$ cat src/rtl/assert_ctrl_pkg.sv
// Shared types for the assertion-control hub: control opcodes, the report
// record and the channel-index width helper.
package assert_ctrl_pkg;

   typedef enum logic [1:0] {
      OP_OFF  = 2'd0,
      OP_ON   = 2'd1,
      OP_KILL = 2'd2,
      OP_CLR  = 2'd3
   } ctrl_op_e;

   // Default report field widths (8 channels, 32-bit time, 16-bit counters).
   localparam int DEF_CHAN_W = 3;
   localparam int DEF_TS_W   = 32;
   localparam int DEF_CNT_W  = 16;

   // One failure report; the hub re-declares it at its own parameter widths.
   typedef struct packed {
      logic [DEF_CHAN_W-1:0] chan;
      logic [DEF_TS_W-1:0]   ts;
      logic [DEF_CNT_W-1:0]  count;
   } rpt_t;

   // Channel index width, never below one bit.
   function automatic int chan_w(input int n);
      return (n > 1) ? $clog2(n) : 1;
   endfunction

endpackage

$ cat src/rtl/assert_rpt_fifo.sv
// Small synchronous FIFO of report records. Head is read straight out of the
// storage registers, so it only changes on a pop, push-into-empty or flush.
// A push while full is accepted only when a pop happens in the same cycle.
module assert_rpt_fifo
   import assert_ctrl_pkg::*;
#(
   parameter type T     = rpt_t,
   parameter int  DEPTH = 4
) (
   input  logic clk_i,
   input  logic rst_i,
   input  logic push_i,
   input  logic pop_i,
   input  logic flush_i,
   input  T     data_i,
   output T     head_o,
   output logic full_o,
   output logic empty_o
);

   localparam int AW = $clog2(DEPTH);
   localparam logic [AW:0] PTR_ONE = (AW + 1)'(1);

   T            mem_q [DEPTH];
   logic [AW:0] wr_q;
   logic [AW:0] rd_q;
   logic        do_push;
   logic        do_pop;

   assign empty_o = (wr_q == rd_q);
   assign full_o  = (wr_q[AW] != rd_q[AW]) && (wr_q[AW-1:0] == rd_q[AW-1:0]);
   assign do_pop  = pop_i & ~empty_o;
   assign do_push = push_i & (~full_o | do_pop);
   assign head_o  = mem_q[rd_q[AW-1:0]];

   // Storage and pointer update; flush empties without touching storage.
   always_ff @(posedge clk_i or posedge rst_i) begin
      if (rst_i) begin
         wr_q <= '0;
         rd_q <= '0;
         for (int i = 0; i < DEPTH; i++) mem_q[i] <= '0;
      end else if (flush_i) begin
         wr_q <= '0;
         rd_q <= '0;
      end else begin
         if (do_push) begin
            mem_q[wr_q[AW-1:0]] <= data_i;
            wr_q                <= wr_q + PTR_ONE;
         end
         if (do_pop) rd_q <= rd_q + PTR_ONE;
      end
   end

endmodule

$ cat src/rtl/assert_ctrl_hub.sv
// Assertion-control hub: per-channel enables, global kill, saturating failure
// counters, per-channel report quota and a one-deep pending slot per channel
// that drains into the report FIFO lowest channel first.
//
// Report handshake: rpt_valid_o/rpt_chan_o/rpt_time_o/rpt_count_o come from the
// FIFO head and hold steady while rpt_valid_o & ~rpt_ready_i; a report is
// consumed on any cycle with rpt_valid_o & rpt_ready_i.
module assert_ctrl_hub
   import assert_ctrl_pkg::*;
#(
   parameter int N_CHAN     = 8,
   parameter int CNT_W      = 16,
   parameter int TS_W       = 32,
   parameter int MAX_RPT    = 4,
   parameter int FIFO_DEPTH = 4,
   localparam int CW = chan_w(N_CHAN)
) (
   input  logic                    clk_i,
   input  logic                    rst_i,
   input  logic [N_CHAN-1:0]       chk_valid_i,
   input  logic [N_CHAN-1:0]       chk_pass_i,
   input  logic                    ctrl_valid_i,
   input  logic [1:0]              ctrl_op_i,
   input  logic [N_CHAN-1:0]       ctrl_mask_i,
   output logic [N_CHAN-1:0]       en_vec_o,
   output logic [N_CHAN-1:0]       fail_vec_o,
   output logic [N_CHAN*CNT_W-1:0] fail_cnt_o,
   output logic                    rpt_valid_o,
   input  logic                    rpt_ready_i,
   output logic [CW-1:0]           rpt_chan_o,
   output logic [TS_W-1:0]         rpt_time_o,
   output logic [CNT_W-1:0]        rpt_count_o
);

   localparam int QW = (MAX_RPT > 0) ? $clog2(MAX_RPT + 1) : 1;
   localparam logic [CNT_W-1:0] CNT_MAX = {CNT_W{1'b1}};

   typedef struct packed {
      logic [CW-1:0]    chan;
      logic [TS_W-1:0]  ts;
      logic [CNT_W-1:0] count;
   } hub_rpt_t;

   ctrl_op_e          op;
   logic [TS_W-1:0]   ts_q;
   logic [N_CHAN-1:0] en_q, en_d, fvec_q, fvec_d, pend_q, pend_d;
   logic [CNT_W-1:0]  cnt_q [N_CHAN];
   logic [CNT_W-1:0]  cnt_d [N_CHAN];
   logic [CNT_W-1:0]  cap_cnt_q [N_CHAN];
   logic [CNT_W-1:0]  cap_cnt_d [N_CHAN];
   logic [TS_W-1:0]   cap_ts_q [N_CHAN];
   logic [TS_W-1:0]   cap_ts_d [N_CHAN];
   logic [QW-1:0]     quota_q [N_CHAN];
   logic [QW-1:0]     quota_d [N_CHAN];

   logic              kill;
   logic [N_CHAN-1:0] clr_m, fail_m, cand;
   logic              sel_hit, push;
   logic [CW-1:0]     sel_idx;
   hub_rpt_t          push_data, head;
   logic              fifo_full, fifo_empty, fifo_pop;

   assign op          = ctrl_op_e'(ctrl_op_i);
   assign rpt_valid_o = ~fifo_empty;
   assign fifo_pop    = rpt_valid_o & rpt_ready_i;
   assign rpt_chan_o  = head.chan;
   assign rpt_time_o  = head.ts;
   assign rpt_count_o = head.count;
   assign en_vec_o    = en_q;
   assign fail_vec_o  = fvec_q;

   // Next-state: enqueue selection, clear/failure bookkeeping, enable update.
   always_comb begin
      kill    = ctrl_valid_i && (op == OP_KILL);
      clr_m   = (ctrl_valid_i && (op == OP_CLR)) ? ctrl_mask_i : '0;
      fail_m  = chk_valid_i & ~chk_pass_i & en_q;
      // A channel being cleared this cycle loses its pending report.
      cand    = pend_q & ~clr_m;
      sel_hit = 1'b0;
      sel_idx = '0;
      for (int i = N_CHAN - 1; i >= 0; i--) begin
         if (cand[i]) begin
            sel_hit = 1'b1;
            sel_idx = CW'(i);
         end
      end
      push            = sel_hit & ~kill & (~fifo_full | fifo_pop);
      push_data.chan  = sel_idx;
      push_data.ts    = cap_ts_q[sel_idx];
      push_data.count = cap_cnt_q[sel_idx];

      en_d      = en_q;
      fvec_d    = fvec_q;
      pend_d    = pend_q;
      cnt_d     = cnt_q;
      quota_d   = quota_q;
      cap_ts_d  = cap_ts_q;
      cap_cnt_d = cap_cnt_q;

      if (push) pend_d[sel_idx] = 1'b0;
      if (kill) pend_d = '0;

      // The slot freed by this cycle's enqueue can take a new failure at once.
      for (int i = 0; i < N_CHAN; i++) begin
         if (clr_m[i]) begin
            cnt_d[i]   = '0;
            fvec_d[i]  = 1'b0;
            quota_d[i] = '0;
            pend_d[i]  = 1'b0;
         end else if (fail_m[i]) begin
            cnt_d[i]  = (cnt_q[i] == CNT_MAX) ? cnt_q[i] : cnt_q[i] + CNT_W'(1);
            fvec_d[i] = 1'b1;
            if (!kill && !pend_d[i] &&
                ((MAX_RPT == 0) || (quota_q[i] < QW'(MAX_RPT)))) begin
               pend_d[i]    = 1'b1;
               cap_ts_d[i]  = ts_q;
               cap_cnt_d[i] = cnt_d[i];
               if (MAX_RPT != 0) quota_d[i] = quota_q[i] + QW'(1);
            end
         end
      end

      if (ctrl_valid_i) begin
         case (op)
            OP_OFF:  en_d = en_q & ~ctrl_mask_i;
            OP_ON:   en_d = en_q | ctrl_mask_i;
            OP_KILL: en_d = '0;
            default: en_d = en_q;
         endcase
      end
   end

   // State registers; the timestamp free-runs and wraps.
   always_ff @(posedge clk_i or posedge rst_i) begin
      if (rst_i) begin
         ts_q   <= '0;
         en_q   <= '1;
         fvec_q <= '0;
         pend_q <= '0;
         for (int i = 0; i < N_CHAN; i++) begin
            cnt_q[i]     <= '0;
            quota_q[i]   <= '0;
            cap_ts_q[i]  <= '0;
            cap_cnt_q[i] <= '0;
         end
      end else begin
         ts_q      <= ts_q + TS_W'(1);
         en_q      <= en_d;
         fvec_q    <= fvec_d;
         pend_q    <= pend_d;
         cnt_q     <= cnt_d;
         quota_q   <= quota_d;
         cap_ts_q  <= cap_ts_d;
         cap_cnt_q <= cap_cnt_d;
      end
   end

   // Pack the per-channel counters onto the flat output bus.
   always_comb begin
      fail_cnt_o = '0;
      for (int i = 0; i < N_CHAN; i++) fail_cnt_o[i*CNT_W +: CNT_W] = cnt_q[i];
   end

   assert_rpt_fifo #(
      .T     (hub_rpt_t),
      .DEPTH (FIFO_DEPTH)
   ) u_fifo (
      .clk_i   (clk_i),
      .rst_i   (rst_i),
      .push_i  (push),
      .pop_i   (fifo_pop),
      .flush_i (kill),
      .data_i  (push_data),
      .head_o  (head),
      .full_o  (fifo_full),
      .empty_o (fifo_empty)
   );

endmodule
$ cat config.mk
export PLATFORM = sky130hd
export DESIGN_NAME = assert_ctrl_hub
export DESIGN_NICKNAME = d
export VERILOG_FILES = /design/src/rtl/assert_ctrl_pkg.sv /design/src/rtl/assert_rpt_fifo.sv /design/src/rtl/assert_ctrl_hub.sv
export SDC_FILE = /design/constraint.sdc
export NUM_CORES = 2
export LEC_CHECK = 0
export CAP_MARGIN = 0
export CORE_AREA = 2 2 313 222
export DETAILED_ROUTE_END_ITERATION = 12
export DIE_AREA = 0 0 315 224
export DONT_BUFFER_PORTS = 1
export PLACE_DENSITY = 0.76
export REMOVE_ABC_BUFFERS = 1
export SYNTH_ARGS = -nofsm -noshare
export SYNTH_HDL_FRONTEND = slang
export SYNTH_SLANG_ARGS = --single-unit
$ cat constraint.sdc
create_clock -name clk_i -period 23 [get_ports clk_i]
set_input_delay 2.3 -clock clk_i [delete_from_list [all_inputs] [get_ports clk_i]]
set_output_delay 2.3 -clock clk_i [all_outputs]
set_load 0.02 [all_outputs]
==> flow_summary.ini <==
[outcome]
status = completed

[setup_path]
critical_path_class = in -> reg
crit_required_ns = 23.50
crit_family = buffers and inverters
cp_max_fo = 61
path_buf_inv = 2
r2r-end = u_fifo.mem_q[14]
max_stage_delay_ns = 0.85
start_kind = input port
rr_worst_depth = 7
endpoint = cap_ts_q[27]
path_cells = ha_1, and3_1, a211oi_1, a21oi_4, buf_4, o21ai_1, nand3_2, buf_4, mux2_2
crit_arrival_ns = 6.55
reg2reg_slack_ns = 18.31
r2r-start = u_fifo.rd_q[0]
crit_start = ctrl_op_i[0]
crit_top_cell = buf_4
critPathSlowestCell = and3_1
end_kind = flip-flop
cp.depth = 9

[cts]
cts_resized = 0
root_buffer = clkbuf_16
cts.clk_slew.worst_paths_ns = 0.06
htreeDepth = 3
cts.sinks = 802
insertion_delay_ns = 0.64
clockBufferDepth = 3
cts_setup_buffers = 0
cts_tree = built
cts_hold_buf = 0
numCtsBuffers = 79

[timing]
hold_violations = 0
min_period_ns = 6.05
tns_ns = 0
whs_ns = 0.476
max_slew_margin_pct = 23.9
worst_slack_ns = 16.95
rsz0062_at_grt = false
finalClockSkew_ns = 0.0324
setup_viol = 0
drv_slew = 0
max_freq_mhz = 165
tightest_slew_ns = 1.14
fin_crit_sh_pct = 26.3

[synthesis]
synth_top_cell_area_share_pct = 51.0
synth_common_cells = dfrtp_1 (794), nand2_1 (537), mux2_2 (268), o21ai_0 (234), nor2_1 (206)
synth_cell_types = 74
async_reset_ff_share_pct = 100
netlist_top_cells_area = dfrtp_1 (51%), mux2_2 (7.8%), nand2_1 (5.2%)
ys_warn_count = 0
ys_ff_latch = 802
seq_area_frac_synth_pct = 51.6
synth_edf_count = 0
avgSynthCellArea_um2 = 10.6
synth_ff_type = dfrtp_1
netlist_area_um2 = 38900
syn_inst = 3664
synth_area_leader_cell = dfrtp_1
synth.most_common_cell = dfrtp_1

[routing]
drt-initial-drc-count = 2639
firstDrtPassIters = 6
via_per_inst = 6.24
drc_errors = 0
ant_nets = 0
wl_per_cell_um = 22.6
vias = 27893
drt-total-wl_mm = 101

[die]
io_pins = 226
placeableCoreArea_um2 = 67600
initial_utilization_pct = 57.6
rows = 80
die_h_um = 224
dieArea_um2 = 70600
die_w_um = 315

[place]
dp_slack_ns = 16.41
place_hpwl_mm = 63.2
placedCellCount = 4328
place_congestion = 0.884
place_area_um2 = 39200
io_buffers = 0

[flow_run]
drv_cap = 0

[pwr]
power_mw = 5.09
leakagePower_nw = 19.2
vdd_drop_max_mv = 0.218
powerDensity_nw_per_um2 = 122

[global_route]
grt_pass1_wl_mm = 158
grt_pass1_vias = 26988
antenna_found_initial = 6
grt_util_all_layers_pct = 28.8
grt_max_degree = 121
overflow = 0

[cells_and_area]
fin_cells = 4472
area_growth_pct = 7.47
nets = 3562
n_fill_cell = 5350
fin_util_pct = 61.9
layout-drive-gt1-share_pct = 16.6
design_area_um2 = 41800

[hold_path]
hold_path.class = reg -> reg
cell type report:
cell class / count / area, um2 / area share (%)
Inverter: 34 / 135 / 0.323
Clock buffer: 110 / 2290 / 5.47
Clock inverter: 32 / 344 / 0.822
Antenna cell: 2 / 5.00 / 0.0120
Multi-Input combinational cell: 2557 / 17600 / 42.1
Tap cell: 902 / 1130 / 2.70
Timing Repair Buffer: 33 / 248 / 0.592
Sequential cell: 802 / 20100 / 48.0
worst min path at each step:
stage               cells past startpoint                end         startpoint  slack (ns)
detailed placement                      2      cap_ts_q[248]      cap_ts_q[248]        0.46
CTS                                     2   u_fifo.mem_q[88]   u_fifo.mem_q[88]        0.48
finish                                  2   u_fifo.mem_q[28]   u_fifo.mem_q[28]        0.48
global route                            2      cap_ts_q[248]      cap_ts_q[248]        0.49
floorplan                               2  u_fifo.mem_q[100]  u_fifo.mem_q[100]        0.44
global placement                        2  u_fifo.mem_q[189]  u_fifo.mem_q[189]        0.46
registers in the layout, summed over array words and instances, names as in the netlist, 8 cells and up:
| signal | count |
|---|---|
| cap_cnt_q | 128 |
| pend_q | 8 |
| quota_q | 24 |
| ts_q | 32 |
| cap_ts_q | 256 |
| fail_cnt_o | 128 |
| fail_vec_o | 8 |
| en_vec_o | 8 |
| u_fifo.mem_q | 204 |
cell usage in the layout, fill, tap and decap left out, types with 13 or more instances in the layout:
cell / netlist / routed
nor2_1: 206 / 206
a31oi_1: 15 / 15
buf_4: 9 / 33
mux4_2: 51 / 51
clkbuf_1: 168 / 15
a21oi_1: 183 / 183
nor3_1: 56 / 56
ha_1: 25 / 25
dfrtp_1: 794 / 792
nand3_1: 203 / 198
clkbuf_8: 0 / 13
clkinv_2: 0 / 18
mux2_1: 21 / 21
o21ai_1: 27 / 27
inv_1: 34 / 33
nand4_1: 39 / 39
mux2i_1: 84 / 84
mux2_4: 56 / 56
o21ai_0: 234 / 234
or3_1: 37 / 37
nand2_1: 537 / 533
clkbuf_16: 0 / 82
and3_1: 38 / 38
o22a_1: 44 / 44
xor2_1: 87 / 87
xnor2_1: 92 / 92
mux2_2: 268 / 268
a211oi_1: 101 / 101
and4_1: 14 / 14
per-layer routing:
metal | GRT usage [%] | up-vias | routed length, um
met4 | 8.91 | 0 | 2820
met3 | 7.82 | 196 | 9480
met2 | 41.4 | 1108 | 44400
met1 | 42.5 | 13978 | 44500
met5 | 0 | - | 0
li1 | - | 12611 | -
worst min-delay path: stages (launching register included):
cell	delay [ns]
dfrtp_1	0.34
nand2_1	0.04
o21ai_0	0.06
report_power, final:
part           switching (mW)  leakage [nW]  internal, mW
logic                    1.27          7.13         0.584
clock network           0.564          1.30         0.765
registers               0.231          10.7          1.68
total                    2.07          19.2          3.02
logic make-up after synthesis:
kind of cell | count (synthesis) | synth area share (%)
buf+inv | 305 | 3.51
compound gates | 665 | 10.3
flops | 802 | 51.6
xor+xnor | 179 | 4.03
fa+ha+maj | 25 | 0.804
mux | 480 | 15.6
simple gates | 1208 | 14.2
Power figures use the tool's default switching activity.
